## config.mk

```make
export PLATFORM = sky130hd
export DESIGN_NAME = bus_arbiter_8
export DESIGN_NICKNAME = d
export VERILOG_FILES = /design/src/rtl/bus_arbiter_8_pkg.sv /design/src/rtl/mux_8.sv /design/src/rtl/bus_arbiter_8.sv
export SDC_FILE = /design/constraint.sdc
export NUM_CORES = 1
export LEC_CHECK = 0
export CORE_ASPECT_RATIO = 1.2
export CORE_MARGIN = 2
export CORE_UTILIZATION = 25
export CTS_CLUSTER_SIZE = 8
export DETAILED_ROUTE_END_ITERATION = 12
export PLACE_DENSITY_LB_ADDON = 0.12
export SYNTH_ARGS = -nofsm -noshare
export SYNTH_HDL_FRONTEND = slang
export SYNTH_SLANG_ARGS = --single-unit
```

## constraint.sdc

```tcl
create_clock -name clk -period 1.6 [get_ports clk]
set_clock_uncertainty 0.15 [all_clocks]
set_input_delay 0.32 -clock clk [delete_from_list [all_inputs] [get_ports clk]]
set_output_delay 0.32 -clock clk [all_outputs]
set_load 0.01 [all_outputs]
```

## src/rtl/bus_arbiter_8_pkg.sv

```systemverilog
// Shared types and constants for the two-requester round-robin bus arbiter.
// Holds the grant state encodings and the datapath width.
package bus_arbiter_8_pkg;

    typedef enum logic [1:0] {
        ARB_IDLE  = 2'b00,
        ARB_GNT_A = 2'b01,
        ARB_GNT_B = 2'b10
    } arb_state_t;

    localparam int DATA_W = 8;

endpackage

```

## src/rtl/mux_8.sv

```systemverilog
// 2:1 mux for the arbitrated 8-bit datapath; sel=0 picks a, sel=1 picks b.
import bus_arbiter_8_pkg::*;

module mux_8 (
    input  logic [DATA_W-1:0] a,
    input  logic [DATA_W-1:0] b,
    input  logic              sel,
    output logic [DATA_W-1:0] y
);

    assign y = sel ? b : a;

endmodule

```

## src/rtl/bus_arbiter_8.sv

```systemverilog
// Round-robin arbiter giving two requesters turns on one shared 8-bit port,
// with a per-grant beat limit so a busy owner yields to a waiting peer.
import bus_arbiter_8_pkg::*;

module bus_arbiter_8 #(
    parameter int MAX_HOLD = 4,
    parameter int CNT_W    = 4
) (
    input  logic       clk,
    input  logic       reset,
    input  logic       req_a,
    input  logic [7:0] data_a,
    input  logic       req_b,
    input  logic [7:0] data_b,
    input  logic       rsc_ready,
    output logic       gnt_a,
    output logic       gnt_b,
    output logic       sel,
    output logic       out_valid,
    output logic [7:0] out_data,
    output logic       ack_a,
    output logic       ack_b
);

    localparam logic [CNT_W-1:0] HOLD_LAST = CNT_W'(MAX_HOLD - 1);

    arb_state_t       state;
    logic [CNT_W-1:0] beat_cnt;
    logic             last_b;
    logic [7:0]       mux_y;

    assign gnt_a     = (state == ARB_GNT_A);
    assign gnt_b     = (state == ARB_GNT_B);
    assign sel       = gnt_b;
    assign out_valid = (gnt_a & req_a) | (gnt_b & req_b);
    assign ack_a     = gnt_a & req_a & rsc_ready;
    assign ack_b     = gnt_b & req_b & rsc_ready;

    mux_8 u_mux (
        .a   (data_a),
        .b   (data_b),
        .sel (sel),
        .y   (mux_y)
    );

    assign out_data = out_valid ? mux_y : 8'h00;

    // beat_cnt saturates at HOLD_LAST so a lone owner streams forever but
    // yields on its first beat after the peer starts waiting.
    always_ff @(posedge clk) begin
        if (reset) begin
            state    <= ARB_IDLE;
            beat_cnt <= '0;
            last_b   <= 1'b1;
        end else begin
            case (state)
                ARB_IDLE: begin
                    beat_cnt <= '0;
                    if (req_a && (!req_b || last_b))
                        state <= ARB_GNT_A;
                    else if (req_b)
                        state <= ARB_GNT_B;
                end
                ARB_GNT_A: begin
                    if (!req_a) begin
                        state    <= req_b ? ARB_GNT_B : ARB_IDLE;
                        beat_cnt <= '0;
                        last_b   <= 1'b0;
                    end else if (ack_a) begin
                        if (beat_cnt == HOLD_LAST && req_b) begin
                            state    <= ARB_GNT_B;
                            beat_cnt <= '0;
                            last_b   <= 1'b0;
                        end else if (beat_cnt != HOLD_LAST) begin
                            beat_cnt <= beat_cnt + 1'b1;
                        end
                    end
                end
                ARB_GNT_B: begin
                    if (!req_b) begin
                        state    <= req_a ? ARB_GNT_A : ARB_IDLE;
                        beat_cnt <= '0;
                        last_b   <= 1'b1;
                    end else if (ack_b) begin
                        if (beat_cnt == HOLD_LAST && req_a) begin
                            state    <= ARB_GNT_A;
                            beat_cnt <= '0;
                            last_b   <= 1'b1;
                        end else if (beat_cnt != HOLD_LAST) begin
                            beat_cnt <= beat_cnt + 1'b1;
                        end
                    end
                end
                default: begin
                    state    <= ARB_IDLE;
                    beat_cnt <= '0;
                end
            endcase
        end
    end

endmodule

```

# Word level (Yosys, flattened, before mapping)
# Cells that the tools add are included.
[op_classes]
n_reduce_logical = 10
n_bitwise = 5
n_addsub = 1
muxes = 28
eq_ne = 9
[op_table]
columns = ["cell", "count"]
rows = [
  ["$mux W4", 7],
  ["$mux W2", 9],
  ["$mux W8", 2],
  ["$ne A3 B2 Y1 const B", 4],
  ["$reduce_and A5 Y1", 2],
  ["$pmux W4 S2", 1],
  ["$mux W1", 7],
  ["$pmux W2 S3", 1],
  ["$add A4 B1 Y4 const B", 1],
  ["$and A1 B1 Y1", 4],
  ["$eq A4 B2 Y1 const B", 1],
  ["$ne A4 B2 Y1 const B", 1],
  ["$logic_and A1 B1 Y1", 3],
  ["$ne A3 B3 Y1 const B", 1],
  ["$eq A2 B1 Y1 const B", 1],
  ["$eq A2 B2 Y1 const B", 1],
  ["$logic_not A2 Y1", 1],
  ["$pmux W1 S2", 1],
  ["$reduce_and A2 Y1", 1],
  ["$reduce_bool A2 Y1", 1],
  ["$logic_not A1 Y1", 1],
  ["$logic_or A1 B1 Y1", 1],
  ["$or A1 B1 Y1", 1],
]
[word_totals]
reg_bits = 7
output_inout_bits = 14

# Longest topological paths before layout
# Gate-level depths: netlist of run 1.
[logic_depth]
word_depth = 6
depth_mapped = 6

# Modules after synthesis
# From an unflattened synthesis of run 1, not the netlist that was laid out.
[hier_totals]
cells_unflattened = 82
hier_area_um2 = 734.5
[modules_own_cells]
columns = ["module", "area_each_um2", "seq_area_each_um2", "n_inst", "cells_per_inst"]
rows = [
  ["bus_arbiter_8", 603.1, 140.1, 1, 73],
  ["mux_8", 131.4, 0.0, 1, 9],
]

# Worst setup path before layout of run 1
# Ideal clock, no wire load.
[synth_timing]
path_type = "reg2out"
from = "register state[0]"
to = "output port out_data[0]"
t_required_ns = 1.130
arrival_time_ns = 1.279
slack_ns = -0.149
stages_incl_launch_ff = 6
path_cell_list = "dfxtp_1 > inv_1 > ha_1 > a22oi_2 > buf_2 > nor2_1"
[synth_via]
elab_chain_cells = 4
word_cells_on_any_way = 7
cone_classes = "2 x eq/ne; 2 x mux; 3 x bitwise"
[synth_lines]
columns = ["item", "line", "text"]
rows = [
  ["from (decl)", "bus_arbiter_8.sv:27", "arb_state_t state;"],
  ["from (signal assigned)", "bus_arbiter_8.sv:66", "state <= req_b ? ARB_GNT_B : ARB_IDLE;"],
  ["from (signal assigned)", "bus_arbiter_8.sv:81", "state <= req_a ? ARB_GNT_A : ARB_IDLE;"],
  ["$eq A2 B2 Y1 (*)", "bus_arbiter_8.sv:33", "assign gnt_b = (state == ARB_GNT_B);"],
  ["named net gnt_b", "bus_arbiter_8.sv:17", "output logic gnt_b,"],
  ["$and A1 B1 Y1", "bus_arbiter_8.sv:35", "assign out_valid = (gnt_a & req_a) | (gnt_b & req_b);"],
  ["$or A1 B1 Y1", "bus_arbiter_8.sv:35", ""],
  ["$mux W8 (*)", "bus_arbiter_8.sv:46", "assign out_data = out_valid ? mux_y : 8'h00;"],
  ["to (decl)", "bus_arbiter_8.sv:20", "output logic [7:0] out_data,"],
]
# Mark *: on every way through the listed nets, which the timed path passes. The rest lies on a longest branch.

# Final worst setup path of run 1
[layout_timing]
from = "register state[0]"
to = "output port out_data[4]"
[layout_via]
elab_chain_cells = 4
word_cells_on_any_way = 7
cone_classes = "2 x eq/ne; 2 x mux; 3 x bitwise"
[layout_lines]
columns = ["item", "line"]
rows = [
  ["$eq A2 B1 Y1 or $eq A2 B2 Y1 (tied branches)", "bus_arbiter_8.sv:32, bus_arbiter_8.sv:33"],
  ["$and A1 B1 Y1", "bus_arbiter_8.sv:35"],
  ["$or A1 B1 Y1", "bus_arbiter_8.sv:35"],
  ["$mux W8 (*)", "bus_arbiter_8.sv:46"],
]
# Mark *: on every way between the ends. The rest lies on a longest branch, timed or not.

==> results of run 1 <==
[cells in the mapped netlist (all sizes together)]
master	n
nor3	2
nor3b	2
nand2	6
or4	1
and3	4
o21ai	5
mux2i	10
nand4	1
a31oi	1
o22ai	1
inv	5
nor4	1
a32oi	1
nor2	10
ha	5
buf	5
dfxtp	7
a21oi	2
o31ai	1
nor2b	2
nand2b	6
a311o	1
a22oi	3
a211o	1
[routing by layer]
layer  global-route usage  vias to the layer above  wire [um]
met5                    0                        -          0
met4               0.0347                        0         16
met3               0.0450                        2        161
met2                0.259                       40       1160
met1                0.169                      380        878
li1                     -                      409          -
[cells by family after synthesis]
| family | after synthesis |
|---|---|
| AO/OA/AOI/OAI | 16 |
| adder cells (fa/ha/maj) | 5 |
| buffers and inverters | 10 |
| AND/OR/NAND/NOR | 35 |
| multiplexers | 10 |
| flip-flops | 7 |
[sequential cells by signal (all words and copies together) (netlist names)]
signal,count
beat_cnt,4
last_b,1
state,2
[cell usage in the layout (no fill, tap or decap), types with 2 or more instances in the layout]
| cell | n |
|---|---|
| clkdlybuf4s50_1 | 18 |
| buf_6 | 15 |
| buf_4 | 13 |
| mux2i_1 | 9 |
| buf_2 | 8 |
| nor2_1 | 6 |
| nand2b_1 | 5 |
| dfxtp_1 | 5 |
| nand2_1 | 4 |
| ha_4 | 3 |
| clkbuf_4 | 3 |
| inv_4 | 2 |
| nor2_2 | 2 |
| nor2_4 | 2 |
| and3_4 | 2 |
| and3_1 | 2 |
| nor2b_1 | 2 |
| inv_1 | 2 |
| o21ai_0 | 2 |
| a22oi_1 | 2 |
| nor3_1 | 2 |
| o21ai_1 | 2 |
| a21oi_1 | 2 |
| ha_1 | 2 |
| dlygate4sd2_1 | 2 |
| buf_12 | 2 |
| dfxtp_4 | 2 |
[report_power, final]
part,internal [mW],switching (mW)
Clock,0.0958,0.0752
Combinational,0.950,0.698
Sequential,0.225,0.0566
Total,1.27,0.829
[area by class of cell]
type | count | area, sq um | area share
Tap cell | 33 | 41.3 | 0.0298
Timing Repair Buffer | 58 | 544 | 0.393
Inverter | 5 | 23.8 | 0.0172
Sequential cell | 7 | 148 | 0.107
Clock buffer | 4 | 26.3 | 0.0190
Multi-Input combinational cell | 66 | 601 | 0.434
[what timing repair did]
item,in CTS,in global routing
pin swaps,14,10
setup buffers,3,5
hold buffers,0,0
gates cloned,1,0
endpoints found under the setup margin,21,21
resized for setup,81,24
endpoints found under the hold margin,0,0
[stage by stage]
step	setup TNS [ns]	hold WS [ns]
5_1_grt	-5.35	0.377
3_3_place_gp	-8.25	0.310
6_report	-3.64	0.341
3_5_place_dp	-8.43	0.328
4_1_cts	-3.35	0.338
2_1_floorplan	0	0.300
[path summary, 6_finish.rpt]
check	depth (start not counted)	from	slack, ns	end
worst max-delay path	6	state[0]	-0.30	out_data[4]
worst min-delay path	1	last_b	0.34	last_b
worst max register to register	9	state[0]	-0.13	beat_cnt[0]
worst min register to register	1	last_b	0.34	last_b
==> qor.csv, run 1 <==
metric,value,unit
status,"complete, but fails checks",
violations,setup timing,
place_area,0.00119,sq mm
worstPathMaxFanout,4,
area_growth,112,%
grt_pass1_vias,813,
drt_iter0_drc,20,
routed_via_density,4.80,
critPathSlowestCell,dfxtp_4,
die_h,59.9,um
layout.cells.non_filler,173,
path_class,reg2out,
path_clk_slew,0.05,ns
drive_above_1_share,0.479,
synthXorXnorAreaFrac,0,
synth_top_family_by_area,simple AND/OR/NAND/NOR gates,
syn_avg_cell_area,7.85,sq um
grt_max_degree,10,
synthMuxAreaShare,0.154,
fin_util,0.553,
overflow,0,
ios,35,
fp-row-count,20,
io_buffer_count,34,
stdcell_area,0.00138,sq mm
synth_nets,109,
worst_slack,-0.300,ns
min_period,1.90,ns
synth.area.top_cells,"dfxtp_1, mux2i_1, ha_1",
synth_compound_area_frac,0.169,
max_cap_violations,0,
power_density,1520,mW/mm^2
drt-total-wl,2.21,mm
tightest_slew,0.279,ns
cp.required,1.13,ns
start_util,0.260,
final_max_slew_viol_count,0,
cts_inserted_buffers,3,
yosys.area_share.simple,0.288,
crit_buf_inv,3,
routedWlPerCell,12.8,um
start_kind,register,
min_path_type,reg2reg,
ys_seq_area_frac,0.215,
htreeDepth,1,
final.fill_count,230,
coreArea,0.00250,sq mm
power,2.10,mW
synthCells,83,
yosys.area_share.adder,0.0960,
synth_top_cell_area_share,0.215,
first_pass_iters,4,
max-clock-path-buffers,2,
die_w,50.6,um
critPathArrivalTime,1.43,ns
critPathTopFamily,flip-flops,
fin_nets,167,
gp_congestion,0.741,
antenna_found_initial,0,
hold_violations,0,
path_cells,inv_4 -> ha_4 -> a22oi_2 -> buf_4 -> nor2_1 -> buf_2,
post-route-period-util,1.19,
root_buffer,clkbuf_4,
cts_tree,done,
yosys.cell_types.count,31,
rsz0062_at_grt,true,
synth_top_cell_by_area,dfxtp_1,
leakage,0.570,nW
antenna_cells,0,
setup_viol,20,
cts.sinks,7,
track_usage,0.145,
critPathCaptureType,output pin,
drc,0,
syn_area,652,sq um
maxSlewHeadroom,0.813,
yosysWarnings,0,
antenna_left,0,
max_freq,0.526,GHz
synth-seq-cells,7,
clock_latency,0.26,ns
preCtsSetupSlack,-0.619,ns
grt_pass1_wl,3.37,mm
placedCellCount,163,
dieArea,0.00303,sq mm
place_hpwl,1.59,mm
crit_path_max_incr_delay,0.38,ns
irDropWorstVdd,0.806,mV
vias,831,
Note: power is estimated with default switching activity, not from simulation.
==> run 2: changes to the inputs <==
Settings changed: CORE_UTILIZATION 25 to 34, CTS_CLUSTER_DIAMETER set to 40.
==> run 2 against run 1 <==
  * The run still ends with setup timing left
  * Largest cell class unchanged
  * Global-route usage rose by 5.9 points
  * Sequential power fell by 2%
  * Sequential share of layout area is 0.20 points higher
  * Clock power is 2% higher
  * Non-clock buffer count is 1 lower
  * Via count increased by 1.7%
  * Combinational power is essentially flat
  * First-iteration DRC count decreased by 30%
  * Register-to-register slack worse by 0.11 ns
==> qor.csv, run 2 (same netlist as run 1, synthesis figures left out) <==
metric,value,unit
drt-total-wl,2.22,mm
coreArea,0.00183,sq mm
vias,845,
crit_buf_inv,4,
antenna_left,0,
worst_slack,-0.354,ns
power,2.10,mW
cts_inserted_buffers,3,
multi_input_area,599,sq um
fp-row-count,17,
irDropWorstVdd,1.16,mV
root_buffer,clkbuf_4,
worstPathMaxFanout,4,
postCtsHoldBufs,0,
max_cap_violations,0,
critPathCaptureType,output pin,
htreeDepth,1,
start_kind,register,
overflow,0,
fin_util,0.743,
rsz0062_at_grt,true,
critPathSlowestCell,dfxtp_4,
tightest_slew,0.425,ns
final_common_cell,clkdlybuf4s50_1,
dieArea,0.00228,sq mm
max_freq,0.512,GHz
io_buffer_count,34,
violations,setup timing,
antenna_found_initial,0,
critPathArrivalTime,1.48,ns
path_cells,inv_4 -> ha_4 -> a22oi_2 -> buf_4 -> buf_6 -> nor2_2 -> buf_2,
hold_violations,0,
die_w,44.0,um
place_hpwl,1.49,mm
track_usage,0.204,
post-route-period-util,1.22,
setup_tns,-4.42,ns
die_h,52.0,um
status,"complete, but fails checks",
drc,0,
final.fill_count,135,
final_max_slew_viol_count,0,
min_path_type,reg2reg,
final_cell_mix,"clkdlybuf4s50_1, buf_6, buf_4",
cts.sinks,7,
first_pass_iters,4,
path_depth,7,
regMostFlops,beat_cnt,
path_class,reg2out,
grt_pass1_wl,3.46,mm
routedWlPerCell,14.0,um
crit_path_max_incr_delay,0.38,ns
fin_nets,166,
min_period,1.95,ns
routed_via_density,5.35,
reg2reg_depth,8,
antenna_cells,0,
leakage,0.579,nW
area_growth,108,%
largestRegisters,"beat_cnt (4), state (2), last_b (1)",
ios,35,
grt_max_degree,10,
critPathTopFamily,buffers and inverters,
grt_pass1_vias,850,
gp_congestion,0.802,
largest_reg_flops,4,
drive_above_1_share,0.482,
max-clock-path-buffers,2,
clock_latency,0.26,ns
start_util,0.356,
cp.required,1.13,ns
regArea,148,sq um
hold_path_depth,2,
power_density,1540,mW/mm^2
path_clk_slew,0.06,ns
setup_viol,20,
maxSlewHeadroom,0.716,
cts_tree,done,
drt_iter0_drc,14,
[run 2: changes by cell type in the layout (fill, tap and decap cells not counted), moves of 2 or more]
cell,delta
dlygate4sd2_1,-2
mux2i_1,-2
buf_12,-2
o21ai_0,+2
nor2_1,-2
nor2_2,+2
[run 2: final timing paths]
kind / start / endpoint / slack, ns
worst max-delay path: state[0] / out_data[6] / -0.35
worst min-delay path: beat_cnt[1] / beat_cnt[1] / 0.34
worst max register to register: state[0] / state[0] / -0.24
worst min register to register: beat_cnt[1] / beat_cnt[1] / 0.34
[run 2: stage by stage]
step | area [sq um] | instances | hold slack (ns) | setup WS, ns
2_1_floorplan | 691 | 83 | 0.300 | 0.00770
3_3_place_gp | 1130 | 147 | 0.314 | -0.636
3_5_place_dp | 1130 | 147 | 0.327 | -0.655
4_1_cts | 1230 | 156 | 0.339 | -0.334
5_1_grt | 1360 | 158 | 0.373 | -0.423
6_report | 1360 | 158 | 0.336 | -0.354
[run 2: worst register-to-register path: stages, from the launching register on]
cell and delay, ns:
dfxtp_4 0.36, inv_4 0.06, ha_4 0.15, buf_4 0.13, buf_16 0.11, buf_4 0.11
a21oi_1 0.04, or4_1 0.48, mux2i_1 0.16
[run 2: final cells by class]
class	instances	area share
Clock buffer	4	0.0193
Inverter	5	0.0175
Multi-Input combinational cell	66	0.441
Sequential cell	7	0.109
Tap cell	19	0.0175
Timing Repair Buffer	57	0.396
[run 2: power by group]
group	internal, mW	switching (mW)
clock	0.0961	0.0787
sequential	0.225	0.0502
combinational	0.951	0.695
[run 2: layer usage]
metal	track usage	vias to the layer above	wire (um)
met5	0	-	0
met4	0.141	0	78
met3	0.0347	9	149
met2	0.368	42	1140
met1	0.207	389	847
li1	-	405	-
[run 2: what timing repair did]
item,CTS,global route
setup buffers,5,5
pin swaps,14,10
gates cloned,2,0
gates resized for setup,75,29
endpoints found under the setup margin,21,21
==> run 3: changes to the inputs <==
Settings changed: CELL_PAD_IN_SITES_DETAIL_PLACEMENT set to 0, CELL_PAD_IN_SITES_GLOBAL_PLACEMENT set to 1, CORE_UTILIZATION 34 to 23.
==> run 3 against run 2 <==
  * The flow still finishes with violations (setup timing)
  * Critical path depth unchanged
  * Global-route usage down 6.1 points
  * Via count down 4.0%
  * Cell count up 10%
  * Clock power down 9%
  * First-iteration DRC count down 43%
  * Count of clock-buffer cells in the layout unchanged
  * Sequential share of layout area down 1.4 points
  * Fmax down 0.75%
  * Register-to-register slack better by 0.09 ns
  * Wire length up 2.0%
  * Critical endpoint is now out_data[1]
  * Largest power group unchanged
==> qor.csv, run 3 (same netlist as run 1, synthesis figures left out) <==
metric,value,unit
min_path_type,reg2reg,
start_util,0.236,
vias,811,
antenna_cells,0,
area_growth,135,%
p_int,1.43,mW
worst_slack,-0.369,ns
regArea,145,sq um
power_density,1530,mW/mm^2
worstPathMaxFanout,4,
leakage,0.594,nW
max-clock-path-buffers,2,
routedWlPerCell,13.0,um
dieArea,0.00328,sq mm
placedCellCount,164,
ios,35,
max_freq,0.508,GHz
crit_path_max_incr_delay,0.35,ns
final_cell_mix,"clkdlybuf4s50_1, buf_6, buf_4",
p_sw,0.905,mW
drt_iter0_drc,8,
track_usage,0.143,
tightest_slew,0.454,ns
critPathSlowestCell,dfxtp_2,
power.share.sequential,0.113,
setup_viol,18,
drc,0,
multi_input_area,677,sq um
max_cap_violations,0,
place_area,0.00120,sq mm
path_cells,inv_2 -> ha_4 -> a22oi_2 -> buf_4 -> clkbuf_16 -> nor2_4 -> buf_6,
drive_above_1_share,0.521,
grt_max_degree,10,
switching_share,0.387,
gp_congestion,0.715,
critPathCaptureType,output pin,
min_period,1.97,ns
power,2.34,mW
drt-total-wl,2.26,mm
grt_pass1_vias,809,
routed_via_density,4.66,
fin_nets,167,
coreArea,0.00276,sq mm
postCtsHoldBufs,0,
irDropWorstVdd,0.697,mV
path_class,reg2out,
final_max_slew_viol_count,0,
fp-row-count,21,
violations,setup timing,
hold_violations,0,
pwr-share-comb,0.819,
critPathArrivalTime,1.50,ns
regMostFlops,beat_cnt,
maxSlewHeadroom,0.696,
cts_inserted_buffers,3,
largest_reg_flops,4,
clock_latency,0.25,ns
post-route-period-util,1.23,
antenna_left,0,
stdcell_area,0.00153,sq mm
io_buffer_count,34,
antenna_found_initial,0,
largestRegisters,"beat_cnt (4), state (2), last_b (1)",
grt_pass1_wl,3.69,mm
path_clk_slew,0.06,ns
cp.required,1.13,ns
start_kind,register,
status,"complete, but fails checks",
fin_util,0.554,
first_pass_iters,4,
cts_tree,done,
die_h,62.3,um
final_common_cell,clkdlybuf4s50_1,
final.fill_count,267,
cts.sinks,7,
place_hpwl,1.67,mm
rsz0062_at_grt,true,
htreeDepth,1,
root_buffer,clkbuf_4,
layout.cells.non_filler,174,
overflow,0,
die_w,52.6,um
clockPowerShare,0.069,
## run 3: cell count changes in the layout (fill, tap and decap cells not counted), moves of 2 or more
cell / change
mux2i_4: +4
nor2_4: +6
nor2_1: -2
mux2i_1: -2
inv_2: +2
buf_2: -8
buf_4: +3
buf_6: +2
nor2_2: -4
mux2i_2: -2
buf_12: +4
## run 3: final timing paths
| path | start | endpoint | slack (ns) | cells after the start |
|---|---|---|---|---|
| setup / recovery | state[0] | out_data[1] | -0.37 | 7 |
| hold / removal | last_b | last_b | 0.34 | 1 |
| setup reg to reg | state[0] | state[1] | -0.15 | 8 |
| hold reg to reg | last_b | last_b | 0.34 | 1 |
## run 3: layout make-up
cell class	count	share of cell area
Sequential cell	7	0.0949
Inverter	5	0.0139
Clock buffer	4	0.0172
Tap cell	34	0.0278
Multi-Input combinational cell	66	0.443
Timing Repair Buffer	58	0.403
## run 3: critical path: cells and delay by family, from the launching register on
kind	cells	cell delay (ns)
DFF	1	0.35
and+or+nand+nor	1	0.03
buffers and inverters	4	0.46
AOI/OAI and AO/OA	1	0.22
adders and majority gates	1	0.18
## run 3: through the flow
stage / setup TNS, ns / setup WS, ns / hold WS, ns
floorplan: 0 / 0.00770 / 0.300
global placement: -8.41 / -0.596 / 0.328
detailed placement: -8.71 / -0.626 / 0.330
CTS: -4.27 / -0.373 / 0.348
global route: -5.54 / -0.430 / 0.377
finish: -4.21 / -0.369 / 0.338
## run 3: repair_timing
| action | 4_1_cts | 5_1_grt |
|---|---|---|
| setup endpoints to repair | 20 | 20 |
| pin swaps | 13 | 9 |
| resized for setup | 80 | 38 |
| buffers inserted | 4 | 5 |
| gates cloned | 1 | 0 |
## run 3: power by group through the flow
stage / combinational [mW] / sequential, mW / clock (mW)
2_1_floorplan: 0.675 / 0.251 / 0
3_3_place_gp: 1.32 / 0.254 / 0
3_5_place_dp: 1.33 / 0.260 / 0
4_1_cts: 1.56 / 0.265 / 0.167
5_1_grt: 2.06 / 0.269 / 0.182
6_report: 1.91 / 0.264 / 0.160
## run 3: layer usage
layer / vias to the layer above / track usage / wire (um) / part of all wire
met2: 19 / 0.230 / 1220 / 0.54
met5: - / 0 / 0 / 0
li1: 409 / - / - / -
met4: 0 / 0 / 0 / 0
met3: 0 / 0.0481 / 117 / 0.052
met1: 383 / 0.198 / 925 / 0.41
